`config.mk`:
```
export PLATFORM = sky130hd
export DESIGN_NAME = cnn_cntr_packet_gen
export DESIGN_NICKNAME = d
export VERILOG_FILES = /design/src/rtl/cnn_cntr_packet_gen.sv
export SDC_FILE = /design/constraint.sdc
export NUM_CORES = 1
export LEC_CHECK = 0
export ABC_AREA = 1
export CELL_PAD_IN_SITES_DETAIL_PLACEMENT = 0
export CELL_PAD_IN_SITES_GLOBAL_PLACEMENT = 1
export CORE_MARGIN = 3
export CORE_UTILIZATION = 36
export DETAILED_ROUTE_END_ITERATION = 6
export PLACE_DENSITY_LB_ADDON = 0.15
export SLEW_MARGIN = 20
export SYNTH_ARGS = -nofsm -noshare
export SYNTH_HDL_FRONTEND = slang
export SYNTH_SLANG_ARGS = --single-unit
export TNS_END_PERCENT = 20
```
`constraint.sdc`:
```
create_clock -name clk -period 1.8 [get_ports clk]
set_clock_uncertainty 0.2 [all_clocks]
set_input_delay 0.36 -clock clk [delete_from_list [all_inputs] [get_ports clk]]
set_output_delay 0.36 -clock clk [all_outputs]
set_load 0.1 [all_outputs]
```
`src/rtl/cnn_cntr_packet_gen.sv`:
```
// ---------------------------------------------------------------------------
// cnn_cntr_packet_gen
//
// Builds the CNTR_PACKET command stream for the CNN PE/POOL/ReLU array.
// A started sequence first copies load_len host bytes into the write
// buffers (LOAD). It then sweeps the read buffer (CONV), holds for the
// pooling phase (POOL) and the output phase (OUT), and returns to IDLE
// with a one-cycle done pulse.
//
// Ports
//   clk          rising-edge clock
//   reset        asynchronous, active-low reset
//   start        start request, only looked at in IDLE
//   load_len     number of host bytes to load (0..256), latched on start
//   in_valid     host byte valid
//   in_ready     block can take a host byte (combinational from registers)
//   in_data      host byte
//   pk_PE_state  current FSM state (IDLE=0 LOAD=1 CONV=2 POOL=3 OUT=4)
//   pk_wrb_data  write-buffer data
//   pk_wrb_addr  write-buffer address ([7:4] buffer, [3:0] entry)
//   pk_wrb       write-buffer strobe
//   pk_rdb_addr  read-buffer address
//   busy         high whenever the FSM is not IDLE
//   done         one-cycle pulse in the first IDLE cycle after OUT
//
// Host handshake: a byte moves on a rising clock edge where in_valid and
// in_ready are both high. in_valid may be high while in_ready is low
// without effect, and in_data must stay stable while in_valid is high.
// ---------------------------------------------------------------------------
module cnn_cntr_packet_gen #(
  parameter int RD_DEPTH = 16,
  parameter int POOL_CYC = 4,
  parameter int OUT_CYC  = 1
) (
  input  logic       clk,
  input  logic       reset,
  input  logic       start,
  input  logic [8:0] load_len,
  input  logic       in_valid,
  output logic       in_ready,
  input  logic [7:0] in_data,
  output logic [2:0] pk_PE_state,
  output logic [7:0] pk_wrb_data,
  output logic [7:0] pk_wrb_addr,
  output logic       pk_wrb,
  output logic [3:0] pk_rdb_addr,
  output logic       busy,
  output logic       done
);

  typedef enum logic [2:0] {
    ST_IDLE = 3'd0,
    ST_LOAD = 3'd1,
    ST_CONV = 3'd2,
    ST_POOL = 3'd3,
    ST_OUT  = 3'd4
  } state_t;

  state_t      r_state;
  state_t      w_next_state;
  logic [8:0]  r_len_q;
  logic [8:0]  r_wr_cnt;
  logic [15:0] r_ph_cnt;
  logic [15:0] w_ph_cnt_next;
  logic        w_phase_last;
  logic        w_xfer;
  logic        r_wrb;
  logic [7:0]  r_wrb_data;
  logic [7:0]  r_wrb_addr;
  logic [3:0]  r_rdb_addr;
  logic        r_busy;
  logic        r_done;

  // Ready only while bytes are still owed; drops as soon as the last one
  // has been taken even if the host keeps in_valid high.
  assign in_ready = (r_state == ST_LOAD) && (r_wr_cnt < r_len_q);
  assign w_xfer   = in_valid && in_ready;

  // Last cycle of the timed phases (CONV/POOL/OUT share one cycle counter).
  always_comb begin
    w_phase_last = 1'b0;
    case (r_state)
      ST_CONV: w_phase_last = (r_ph_cnt == 16'(RD_DEPTH - 1));
      ST_POOL: w_phase_last = (r_ph_cnt == 16'(POOL_CYC - 1));
      ST_OUT:  w_phase_last = (r_ph_cnt == 16'(OUT_CYC - 1));
      default: w_phase_last = 1'b0;
    endcase
  end

  // Next-state logic.
  always_comb begin
    w_next_state = r_state;
    case (r_state)
      ST_IDLE: begin
        if (start) begin
          w_next_state = (load_len != 9'd0) ? ST_LOAD : ST_CONV;
        end
      end
      // Leave LOAD one cycle after the final transfer so that the last
      // write strobe is issued while still in LOAD.
      ST_LOAD: begin
        if (r_wr_cnt == r_len_q) begin
          w_next_state = ST_CONV;
        end
      end
      ST_CONV: if (w_phase_last) w_next_state = ST_POOL;
      ST_POOL: if (w_phase_last) w_next_state = ST_OUT;
      ST_OUT:  if (w_phase_last) w_next_state = ST_IDLE;
      default: w_next_state = ST_IDLE;
    endcase
  end

  // Phase counter restarts at 0 on every state change and only advances
  // inside the timed phases.
  always_comb begin
    w_ph_cnt_next = 16'd0;
    if (w_next_state == r_state) begin
      if ((r_state == ST_CONV) || (r_state == ST_POOL) || (r_state == ST_OUT)) begin
        w_ph_cnt_next = r_ph_cnt + 16'd1;
      end
    end
  end

  always_ff @(posedge clk or negedge reset) begin
    if (!reset) begin
      r_state <= ST_IDLE;
    end else begin
      r_state <= w_next_state;
    end
  end

  always_ff @(posedge clk or negedge reset) begin
    if (!reset) begin
      r_len_q    <= 9'd0;
      r_wr_cnt   <= 9'd0;
      r_ph_cnt   <= 16'd0;
      r_wrb      <= 1'b0;
      r_wrb_data <= 8'd0;
      r_wrb_addr <= 8'd0;
      r_rdb_addr <= 4'd0;
      r_busy     <= 1'b0;
      r_done     <= 1'b0;
    end else begin
      r_ph_cnt <= w_ph_cnt_next;
      r_busy   <= (w_next_state != ST_IDLE);
      r_done   <= (r_state == ST_OUT) && w_phase_last;
      r_wrb    <= w_xfer;

      if ((r_state == ST_IDLE) && start) begin
        r_len_q  <= load_len;
        r_wr_cnt <= 9'd0;
      end

      // Data/address hold their last value between strobes.
      if (w_xfer) begin
        r_wrb_data <= in_data;
        r_wrb_addr <= r_wr_cnt[7:0];
        r_wr_cnt   <= r_wr_cnt + 9'd1;
      end

      // In CONV the read address mirrors the phase counter; elsewhere 0.
      r_rdb_addr <= (w_next_state == ST_CONV) ? w_ph_cnt_next[3:0] : 4'd0;
    end
  end

  assign pk_PE_state = r_state;
  assign pk_wrb      = r_wrb;
  assign pk_wrb_data = r_wrb_data;
  assign pk_wrb_addr = r_wrb_addr;
  assign pk_rdb_addr = r_rdb_addr;
  assign busy        = r_busy;
  assign done        = r_done;

endmodule

```
==> run metrics, run 1 <==
run status=finished with violations; failing checks=setup timing; largest family of logic cells by synthesized area=simple AND/OR/NAND/NOR gates; H-tree levels=3; worst slew pin tran=0.4309 ns; worst vdd rail ir drop=1.359 mV; syn nets=413; critical-path maximum fanout=3; post-synth top area share=0.4825; post-synthesis sequential area ratio=0.4825; Slew HR=0.7105; GRT Total Usage=0.1684; Detail Route Antenna Nets=0; ant diodes=0; # IOs=48; CTS Sinks=60; nets@finish=531; mux contribution to synthesized area=0.003619; period utilization=1.291; kind of start point of the critical path=register; Final setup viols=38; Req. time, crit path=1.24 ns; Pins Over Slew Limit=0; initial antenna violation count=0; final worst setup slack=-0.5236 ns; area of the mapped netlist=3112 um2; FP Rows=33; CTS tree=done; CTS buffer count=9; global route overflow=0; Placer Congestion=0.8280; RSZ-0062 raised after global routing=yes; Syn Inst Count=380; PD cells=1709 nW/um2; CTS clock-pin slew for the worst setup and hold paths=0.07 ns; Longest Clk Path Bufs=2; Place WS=-0.3212 ns; Synth Warn #=0; Starting Density=0.3749; fin crit period=2.324 ns; hpwl dp=5524 um; Filler Cell Count=723; setup TNS=-6.108 ns; # DRC=0; HP Class=reg -> reg; Async S/R FF share, synth=1.000; adder-cell share of the synthesized area=0.04825; leading area contributor after synthesis=dfrtp_1; RR Endpoint=r_wr_cnt[5]; Hold Startpoint=r_len_q[0]; prevailing post-synth register cell=dfrtp_1; Via density=4.714; PortBufs=47; share of layout cells above drive strength 1=0.3539; Simple-Gate Fraction of Synth Area=0.2951; DRT Pass-1 Iters=4; R2R depth=12; pin count of the biggest net entering global routing=61; Critical Path End Type=output pin; reg-to-reg slack, setup=-0.21 ns; Die X=98.97 um; Post-Synth XOR/XNOR Area=0.03096; die height=98.97 um; #FFs+latches synth=60; Critical Path End=in_ready; DR WL/cell=12.84 um; vias in the first global route=2,820; CP Data Arrival Time=1.76 ns; Syn-to-layout area delta=60.19%; Die ar.=9795 um2; number of distinct library cells after synthesis=30; clock latency on the worst-skew pair=0.34 ns; Post-synth EDFFs=0; Fin. Hold Viols=0; global-route wire length before repair=13,310 um; complex-gate fraction of the synthesized area=0.06474; reg2reg start=r_len_q[8]; highest-count cells in the layout ignoring fill and taps=82 x nand2_1, 59 x buf_4, 57 x dfrtp_1; Worst Setup SP=r_len_q[8]; DR iter-0 viols=79; Leakage=2.384 nW; Max Clock Freq=0.4304 GHz; Area contributors post-synth=dfrtp_1 48%, nand2_1 11%, nor2_1 6.2%, inv_1 5.5%, ha_1 4.8%; detailed-route via count=2,866; Clock Tree Root=clkbuf_8; Core Box Area=8299 um2; most common cell after layout, fill and taps aside=nand2_1; Max-Cap Viols=0; Crit Path Class=reg -> out; WL final=7807 um; Mean Syn Cell Area=8.189 um2
==> worst min-delay path by stage <==
stage                           endpoint  slack (ns)  cells after the start
after floorplan                     busy       -0.14                      0
after global placement    pk_wrb_addr[5]        0.20                      2
after detailed placement  pk_wrb_addr[6]        0.20                      2
after CTS                     r_len_q[7]        0.31                      2
after global routing          r_len_q[0]        0.36                      1
final                         r_len_q[0]        0.34                      1
==> flip-flops by register name, indices dropped and copies added (netlist names) <==
name	cells
r_ph_cnt	16
r_len_q	9
r_wr_cnt	9
pk_wrb_addr	8
pk_wrb_data	8
pk_rdb_addr	4
pk_PE_state	3
busy	1
done	1
pk_wrb	1
==> logic make-up (layout without fill, tap and decap cells) <==
| group | count (synthesis) | in the layout |
|---|---|---|
| simple gates | 204 | 204 |
| flops | 60 | 60 |
| buf+inv | 55 | 178 |
| compound gates | 37 | 37 |
| fa+ha+maj | 12 | 12 |
| xor+xnor | 11 | 11 |
| mux | 1 | 1 |
==> layout make-up <==
class / count / area, um2 / area share
clock inverter: 4 / 95.09 / 0.01908
tap: 105 / 131.4 / 0.02636
clock buffer: 12 / 155.1 / 0.03112
multi-input combinational: 265 / 1614 / 0.3238
timing repair buffer: 114 / 1299 / 0.2605
inverter: 48 / 182.7 / 0.03665
sequential: 60 / 1508 / 0.3025
==> metal layers <==
layer,global-route usage,routed length (um),vias up
met5,0,0,-
met4,0.06303,122,0
met3,0.03326,323,12
met2,0.2577,3527,62
met1,0.2361,3834,1339
li1,-,-,1453
==> cell usage after synthesis (all sizes together) (2+ instances only) <==
master  number
a21oi       10
buf          6
dfrtp       60
ha          12
inv         48
nand2       98
nand3       24
nand4        7
nor2        59
nor3         9
nor3b        2
nor4         3
o21ai       21
o22ai        3
xor2        11
==> per-stage QoR <==
step | util | instances | total power (W) | hold WS, ns | instance area [um2]
3_3_place_gp | 0.5344 | 581 | 0.006388 | 0.1953 | 4436
4_1_cts | 0.5783 | 603 | 0.008231 | 0.3134 | 4800
3_5_place_dp | 0.5344 | 581 | 0.006439 | 0.1968 | 4436
5_1_grt | 0.6006 | 608 | 0.008981 | 0.3641 | 4985
2_1_floorplan | - | 380 | 0.004640 | -0.1356 | 3176
6_report | 0.6006 | 608 | 0.008517 | 0.3352 | 4985
==> report_power, final <==
part | internal (W) | switching [W]
registers | 0.00171 | 0.000315
logic | 0.00198 | 0.00298
clock network | 0.000995 | 0.000542
==> worst max-delay path, cell delays in order, from the launching register on <==
cell	delay (ns)
dfrtp_1	0.40
inv_2	0.08
ha_4	0.21
a21oi_1	0.12
o21a_1	0.15
nand3_2	0.10
nor2_4	0.12
buf_6	0.10
buf_12	0.16
==> what timing repair did <==
action | CTS | global route
hold buffers | 1 | 0
endpoints found under the setup margin | 38 | 48
hold endpoints to repair | 60 | 0
pin swaps | 14 | 17
cloned | 0 | 1
resized for setup | 24 | 36
buffers inserted | 5 | 4
Note: power is estimated with default switching activity, not from simulation.
==> inputs of run 2 (changes only) <==
--- a/config.mk
+++ b/config.mk
@@ -9,11 +9,12 @@
 export CELL_PAD_IN_SITES_DETAIL_PLACEMENT = 0
 export CELL_PAD_IN_SITES_GLOBAL_PLACEMENT = 1
 export CORE_MARGIN = 3
-export CORE_UTILIZATION = 36
+export CORE_UTILIZATION = 37
+export CTS_BUF_LIST = sky130_fd_sc_hd__clkbuf_4
 export DETAILED_ROUTE_END_ITERATION = 6
+export GPL_ROUTABILITY_DRIVEN = 0
 export PLACE_DENSITY_LB_ADDON = 0.15
 export SLEW_MARGIN = 20
 export SYNTH_ARGS = -nofsm -noshare
 export SYNTH_HDL_FRONTEND = slang
 export SYNTH_SLANG_ARGS = --single-unit
-export TNS_END_PERCENT = 20
==> run metrics, run 2 (synthesis gave the netlist of run 1 again) <==
CTS buffer count=9 (unchanged); largest register by flop count=r_ph_cnt; PD cells=1647 nW/um2 (-3.6%); most common cell after layout, fill and taps aside=nand2_1; Slew HR=0.6263 (-0.08419); global route overflow=0 (unchanged); critical-path maximum fanout=7 (+4); Die X=97.71 um (-1.3%); Core Box Area=7928 um2 (-4.5%); # IOs=48 (unchanged); Longest Clk Path Bufs=2 (unchanged); DR iter-0 viols=97 (+23%); H-tree levels=3 (unchanged); Max-Cap Viols=0 (unchanged); RSZ-0062 raised after global routing=yes; Worst Setup SP=r_wr_cnt[4]; kind of start point of the critical path=register; die height=97.71 um (-1.3%); period utilization=1.326 (+0.03547); CTS tree=done; failing checks=setup timing; design area=5176 um2 (+3.8%); vias in the first global route=3,012 (+6.8%); Syn-to-layout area delta=66.34%; DRT Pass-1 Iters=4 (unchanged); Fin. Hold Viols=0 (unchanged); hpwl dp=5558 um (+0.61%); CP Data Arrival Time=2.49 ns (+0.73 ns); global-route wire length before repair=14,500 um (+9.0%); Power Total=0.008526 W (+0.11%); Via density=4.764 (+1.1%); detailed-route via count=2,925 (+2.1%); Largest register FFs=16 (unchanged); CTS Sinks=60 (unchanged); initial antenna violation count=0 (unchanged); Starting Density=0.3925 (+0.01758); CTS clock-pin slew for the worst setup and hold paths=0.11 ns (+0.04 ns); PortBufs=47 (unchanged); Pins Over Slew Limit=0 (unchanged); ant diodes=0 (unchanged); hold_ws=0.2709 ns (-0.06433 ns); Die ar.=9546 um2 (-2.5%); # DRC=0 (unchanged); setup TNS=-15.99 ns (-9.881 ns); GRT Total Usage=0.1874 (+0.01904); Crit Path Class=reg -> reg; Final setup viols=37 (-2.6%); worst vdd rail ir drop=1.182 mV (-13%); final worst setup slack=-0.5875 ns (-0.06385 ns); Leakage=2.463 nW (+3.3%); worst slew pin tran=0.5605 ns (+0.1296 ns); run status=finished with violations; WL final=8278 um (+6.0%); Max Clock Freq=0.4189 GHz (-2.7%); HP Class=in -> async; share of layout cells above drive strength 1=0.4102 (+0.05628); Placed Instance Area=4419 um2 (-0.37%); Critical Path End Type=register; Req. time, crit path=1.90 ns (+0.66 ns); reg2reg start=r_wr_cnt[4]; FP Rows=32 (-3.0%); nets@finish=540 (+1.7%); top flop regs=r_ph_cnt: 16 flops, r_len_q: 9 flops, r_wr_cnt: 9 flops; fin crit period=2.387 ns (+0.06385 ns); highest-count cells in the layout ignoring fill and taps=76 x nand2_1, 55 x buf_4, 54 x dfrtp_1; pin count of the biggest net entering global routing=21 (-66%); Clock Tree Root=clkbuf_4; clock latency on the worst-skew pair=0.41 ns (+0.07 ns); Detail Route Antenna Nets=0 (unchanged); DR WL/cell=13.48 um (+5.0%)
## run 2: cell types whose count changed in the layout (fill, tap and decap cells not counted), moves of 4 or more
cell	before	now
buf_6	4	11
buf_4	59	55
nand2_1	82	76
nand2_2	12	16
clkbuf_4	0	11
clkbuf_8	11	0
o21ai_0	15	9
## run 2: through the flow
stage / instances / setup slack (ns) / utilization
final: 614 / -0.5875 / 0.6529
after global routing: 614 / -0.6842 / 0.6529
after CTS: 608 / -0.5504 / 0.6305
after detailed placement: 573 / -0.3040 / 0.5574
after global placement: 573 / -0.3038 / 0.5574
after floorplan: 380 / -0.5679 / -
## run 2: cell type report
type,instances,area (um2)
inverters,48,192.7
fillers,645,2751
clock buffers,11,82.58
clock inverters,5,76.32
multi-input cells,265,1737
repair inverters,1,8.758
flip-flops and latches,60,1511
well taps,102,127.6
repair buffers,122,1440
## run 2: timing repair
item | CTS | global route
pin swaps | 21 | 11
buffers inserted | 16 | 7
hold endpoints to repair | 15 | 0
gates resized for setup | 67 | 43
cloned | 3 | 0
hold buffers | 1 | 0
setup endpoints to repair | 38 | 58
## run 2: path summary, 6_finish.rpt
kind                                  end  slack [ns]  depth (start not counted)
min reg2reg                pk_wrb_data[6]        0.35                          2
min                        pk_PE_state[0]        0.27                          2
max                        pk_wrb_data[3]       -0.59                         15
max reg2reg                pk_wrb_data[3]       -0.59                         15
min in group clk           pk_wrb_data[0]        0.28                          3
max in group asynchronous    r_ph_cnt[10]        0.64                          3
## run 2: worst max-delay path: stages (launching register included)
cell and delay, ns:
dfrtp_2 0.46, ha_4 0.26, a21oi_2 0.12, o21ai_1 0.07, nand2_1 0.07, nand3_2 0.08, nor2_4 0.16, buf_4 0.13
buf_6 0.08, buf_6 0.08, buf_6 0.10, nand2_8 0.08, buf_12 0.15, buf_16 0.12, nand2_1 0.05, nand2_1 0.05
## run 2: power by group
group | total (W) | leakage [nW] | switching (W) | internal [W]
Clock | 0.00111 | 0.0845 | 0.000524 | 0.000589
Combinational | 0.00537 | 1.60 | 0.00316 | 0.00222
Sequential | 0.00204 | 0.781 | 0.000340 | 0.00170
Total | 0.00853 | 2.46 | 0.00402 | 0.00451
## run 2: routing by layer
layer | global-route usage | wire length [um]
met1 | 0.2589 | 3876
met2 | 0.2936 | 3889
met3 | 0.04738 | 420
met4 | 0.05218 | 91
met5 | 0 | 0
